File: src/rtl/seg7_selector_if.sv
// Bus between the display data source and the seven-segment scan driver.
// The source owns the displayed value; the driver owns the pin-level outputs.
interface seg7_selector_if;
  logic [15:0] reg_16_i;
  logic [6:0]  seg_display_o;
  logic [3:0]  SS_o;

  modport master (
    output reg_16_i,
    input  seg_display_o,
    input  SS_o
  );

  modport slave (
    input  reg_16_i,
    output seg_display_o,
    output SS_o
  );
endinterface

File: src/rtl/seg7_selector.sv
// Time-multiplexed driver for a 4-digit common-anode seven-segment display.
// Each digit is lit for DIGIT_TICKS cycles; segment and select lines are registered.
module seg7_selector #(
  parameter int DIGIT_TICKS = 12500,
  parameter int CNT_W       = 14
) (
  input  logic           clk_i,
  input  logic           rst_n_i,
  seg7_selector_if.slave bus
);

  localparam logic [CNT_W-1:0] LP_LAST_TICK = CNT_W'(DIGIT_TICKS - 1);

  // Hex nibble to active-low {g,f,e,d,c,b,a} pattern.
  function automatic logic [6:0] hex7(input logic [3:0] nib);
    logic [6:0] pat;
    case (nib)
      4'h0:    pat = 7'h40;
      4'h1:    pat = 7'h79;
      4'h2:    pat = 7'h24;
      4'h3:    pat = 7'h30;
      4'h4:    pat = 7'h19;
      4'h5:    pat = 7'h12;
      4'h6:    pat = 7'h02;
      4'h7:    pat = 7'h78;
      4'h8:    pat = 7'h00;
      4'h9:    pat = 7'h10;
      4'hA:    pat = 7'h08;
      4'hB:    pat = 7'h03;
      4'hC:    pat = 7'h46;
      4'hD:    pat = 7'h21;
      4'hE:    pat = 7'h06;
      4'hF:    pat = 7'h0E;
      default: pat = 7'h7F;
    endcase
    return pat;
  endfunction

  logic [CNT_W-1:0] r_tick_cnt;
  logic [1:0]       r_digit_idx;
  logic [3:0]       r_ss;
  logic [6:0]       r_seg;

  logic [3:0]       w_nib;
  logic             w_wrap;

  // Select the nibble belonging to the digit currently in its slot.
  always_comb begin
    w_nib = 4'h0;
    case (r_digit_idx)
      2'd0:    w_nib = bus.reg_16_i[3:0];
      2'd1:    w_nib = bus.reg_16_i[7:4];
      2'd2:    w_nib = bus.reg_16_i[11:8];
      2'd3:    w_nib = bus.reg_16_i[15:12];
      default: w_nib = 4'h0;
    endcase
  end

  assign w_wrap = (r_tick_cnt == LP_LAST_TICK);

  // Slot timer, digit rotation and registered pin drive.
  always_ff @(posedge clk_i or negedge rst_n_i) begin
    if (!rst_n_i) begin
      r_tick_cnt  <= '0;
      r_digit_idx <= 2'd0;
      r_ss        <= 4'b1111;
      r_seg       <= 7'h7F;
    end else begin
      if (w_wrap) begin
        r_tick_cnt  <= '0;
        r_digit_idx <= r_digit_idx + 2'd1;
      end else begin
        r_tick_cnt  <= r_tick_cnt + {{(CNT_W-1){1'b0}}, 1'b1};
        r_digit_idx <= r_digit_idx;
      end
      // Outputs trail the index by one cycle, so every slot still spans DIGIT_TICKS.
      r_ss  <= ~(4'b0001 << r_digit_idx);
      r_seg <= hex7(w_nib);
    end
  end

  assign bus.SS_o          = r_ss;
  assign bus.seg_display_o = r_seg;

endmodule

File: src/flat_wrapper.sv
// flat-port wrapper written by rule: the top's interface ports become plain ports
module seg7_selector_flat 
#(
  parameter int DIGIT_TICKS = 12500,
  parameter int CNT_W       = 14
)
  (clk_i, rst_n_i, bus_reg_16_i, bus_seg_display_o, bus_SS_o);
  seg7_selector_if bus_i ();
  input  logic clk_i;
  input  logic rst_n_i;
  input wire logic [$bits(bus_i.reg_16_i)-1:0] bus_reg_16_i;
  output wire logic [$bits(bus_i.seg_display_o)-1:0] bus_seg_display_o;
  output wire logic [$bits(bus_i.SS_o)-1:0] bus_SS_o;
  assign bus_i.reg_16_i = bus_reg_16_i;
  assign bus_seg_display_o = bus_i.seg_display_o;
  assign bus_SS_o = bus_i.SS_o;
  seg7_selector #(.DIGIT_TICKS(DIGIT_TICKS), .CNT_W(CNT_W)) u_core (.clk_i(clk_i), .rst_n_i(rst_n_i), .bus(bus_i));
endmodule
File: config.mk
export PLATFORM = sky130hd
export DESIGN_NAME = seg7_selector_flat
export DESIGN_NICKNAME = d
export VERILOG_FILES = /design/src/rtl/seg7_selector_if.sv /design/src/rtl/seg7_selector.sv /design/src/flat_wrapper.sv
export SDC_FILE = /design/constraint.sdc
export NUM_CORES = 1
export LEC_CHECK = 0
export BUFFER_PORTS_ARGS = -buffer_cell sky130_fd_sc_hd__buf_2
export CAP_MARGIN = 10
export CORE_UTILIZATION = 54
export DETAILED_ROUTE_END_ITERATION = 12
export PLACE_DENSITY_LB_ADDON = 0.25
export SETUP_SLACK_MARGIN = 0.5
export SYNTH_ARGS = -nofsm -noshare
export SYNTH_HDL_FRONTEND = slang
export SYNTH_SLANG_ARGS = --single-unit
File: constraint.sdc
create_clock -name clk_i -period 3.1 [get_ports clk_i]
set_clock_uncertainty 0.1 [all_clocks]
set_input_delay 0.31 -clock clk_i [delete_from_list [all_inputs] [get_ports clk_i]]
set_output_delay 0.31 -clock clk_i [all_outputs]
set_load 0.02 [all_outputs]
==> metrics.txt <==
Finish-stage setup viols 0; Die H 54.0 µm; crit path capture u_core.bus.seg_display_o[0]$_DFF_PN1_; ys flop type dfrtp_1; Final Max Slew Viols 0; Vias 1,073; initial antenna violation count 0; Detailed Route WL 2540 µm; DIE WIDTH 54.0 µm; largest net degree at the start of global routing 28; RSZ-0062 raised after global routing false; initial cell density of the core 57.8%; critical path peak fanout 5; P&R area growth vs syn 14.6%; Setup TNS Final 0 ns; min-delay worst type in -> reg; Die Area 2910 µm²; DRC violation total after the first TritonRoute iteration 37; synthesis-stage register bit count 27; synthesized area per cell 10.9 µm²; Clk Latency, worst-skew pair 0.31 ns; CTS root buf clkbuf_4; Final Hold Viols 0; Ys Warns 0; Max Fclk 425 MHz; post_cts resized 0; CTS Sinks 27; minimum clock period 2.35 ns; critical path required time 3.25 ns; reg-to-reg startpoint u_core.r_digit_idx[0]$_DFFE_PN0N_; Startpoint Class flip-flop; CTS tree done; placed insts 191; Cells after Synth 134; Crit path buffers/inverters 2; static leakage 0.801 nW; period utilisation layout 75.9%; Distinct cells, synth 34; I/O Pins 29; number of global-route vias before repair 1,001; Final Wtd Congestion 0.812; core area 2520 µm²; Net Count, Synth 164; Slew @ Worst Pin 0.572 ns; Post-synth EDFFs 0; max cap viols 0; Arr. time, crit path 2.50 ns; Pwr per Cell Area 349 nW/µm²; power consumption 0.583 mW; layout net count 197; drt first pass iters 5; status completed; CP max stage delay 0.40 ns; R2R depth 9; crit-path cells inv_1, ha_1, a22oi_1, nand2_1, mux2i_1, inv_1, ha_1, and3_1, a221o_1; global-route wire length before repair 4040 µm; Detail Placement HPWL 1940 µm; Setup Crit Path Kind reg -> reg; Setup crit end kind flip-flop; Post-CTS Setup Bufs 0; Slew Limit Headroom 61.9%; Crit path depth 9; Critical Path Slowest Stage Cell dfrtp_1; Reg2Reg Capture Point u_core.bus.seg_display_o[0]$_DFF_PN1_; Reg clk slew, reported paths 0.14 ns; # DRC 0; Critical Path Start u_core.r_digit_idx[0]$_DFFE_PN0N_; H-tree depth 1; layout cells sized above 1 28.9%; I/O Buffers 28; total CTS buffers 3; peak supply drop 0.254 mV; Longest Clk Path Bufs 2; non-filler cells, final 196; R2R setup slack 0.75 ns; ANT nets after route 0; Overflow after GRT 0; Syn Std Cell Area 1460 µm²; ant diodes 0; Via density 5.47; wire length per cell 13.0 µm; Top Family by Delay on Critical Path adder cells; Seq/Total Area, Yosys 47.3%; Core Rows 18; Tot GR Track Use 19.1%; Post-synth ARST share 100%
## worst reg2reg max path: stages, from the launching register on
cell and delay (ns):
dfrtp_1 0.40, inv_1 0.11, ha_1 0.27, a22oi_1 0.18, nand2_1 0.08, mux2i_1 0.32, inv_1 0.17, ha_1 0.27
and3_1 0.15, a221o_1 0.25
## placed cells by master, fill, tap and decap left out, types with 3 or more instances in the layout
cell type	synthesis	routed
buf_2	1	28
dfrtp_1	16	16
inv_1	14	14
ha_1	12	12
mux2i_1	11	11
dfstp_2	11	11
nand2_1	9	9
nor2_1	9	9
xnor2_1	9	9
nand3_1	5	5
o22ai_1	4	4
a222oi_1	3	3
nand4_1	3	3
xor2_1	3	3
clkbuf_4	0	3
## routing by layer
metal / part of all wire, % / track usage [%] / vias up / wire, µm
li1: - / - / 522 / -
met1: 44 / 22.2 / 523 / 1120
met2: 52 / 36.6 / 26 / 1330
met3: 3.0 / 2.54 / 2 / 76
met4: 0.75 / 3.95 / 0 / 19
met5: 0 / 0 / - / 0
## worst min path at each step
stage	end	slack (ns)	startpoint	depth (start not counted)
3_3_place_gp	u_core.r_tick_cnt[4]$_DFF_PN0_	0.23	rst_n_i	1
2_1_floorplan	u_core.r_digit_idx[0]$_DFFE_PN0N_	-0.09	rst_n_i	0
6_report	u_core.bus.seg_display_o[2]$_DFF_PN1_	0.33	bus_reg_16_i[2]	5
3_5_place_dp	u_core.r_tick_cnt[5]$_DFF_PN0_	0.25	rst_n_i	1
5_1_grt	u_core.bus.seg_display_o[2]$_DFF_PN1_	0.35	bus_reg_16_i[2]	5
4_1_cts	u_core.bus.seg_display_o[2]$_DFF_PN1_	0.32	bus_reg_16_i[2]	5
## registers in the layout (all words and copies together), names as in the netlist
| signal | cells |
|---|---|
| u_core.r_tick_cnt | 14 |
| u_core.bus.seg_display_o | 7 |
| u_core.bus.SS_o | 4 |
| u_core.r_digit_idx | 2 |
## where the power goes
part | internal (mW) | switching (mW) | total [mW]
registers | 0.366 | 0.00185 | 0.368
clock network | 0.0501 | 0.0950 | 0.145
logic | 0.0289 | 0.0412 | 0.0701
total | 0.445 | 0.138 | 0.583
## synth_stat cells (all sizes together), types with 2 or more instances
cell type  instances  area share (%)
inv               14             3.6
nand4              3             1.3
mux2               2             1.5
nor4               2             1.3
nor2b              2            0.86
o21ai              3             1.0
mux2i             11             7.6
dfrtp             16              27
a222oi             3             2.1
ha                12              10
nand2              9             2.3
dfstp             11              20
buf                2            0.86
or4b               2             1.4
o22ai              4             1.7
nor2               9             2.3
xor2               3             1.8
xnor2              9             5.4
nand3              5             1.7
## through the flow
| step | cell area (µm²) | hold WS (ns) | util (%) | setup WS, ns |
|---|---|---|---|---|
| floorplan | 1460 | -0.0856 | - | 0.891 |
| global placement | 1630 | 0.233 | 64.8 | 0.857 |
| detailed placement | 1630 | 0.248 | 64.8 | 0.764 |
| CTS | 1670 | 0.316 | 66.2 | 0.732 |
| global route | 1670 | 0.350 | 66.2 | 0.567 |
| finish | 1670 | 0.325 | 66.2 | 0.748 |
## layout make-up
cell class                 instances  area [µm²]
clock buffer                       4        26.3
tap                               30        37.5
sequential                        27         689
inverter                          14        52.6
fill                             197         852
multi-input combinational         90         699
timing repair buffer              31         165
## repair_timing
| item | in CTS | in global routing |
|---|---|---|
| hold buffers | 1 | 0 |
| endpoints found under the setup margin | 0 | 0 |
| hold endpoints to repair | 16 | 0 |
## cells by family after synthesis
logic type | share of synthesized area [%]
xor+xnor | 7.21
fa+ha+maj | 10.3
buf+inv | 4.72
compound gates | 6.61
flops | 47.3
simple gates | 14.8
mux | 9.10
(Power assumes the default switching activity.)
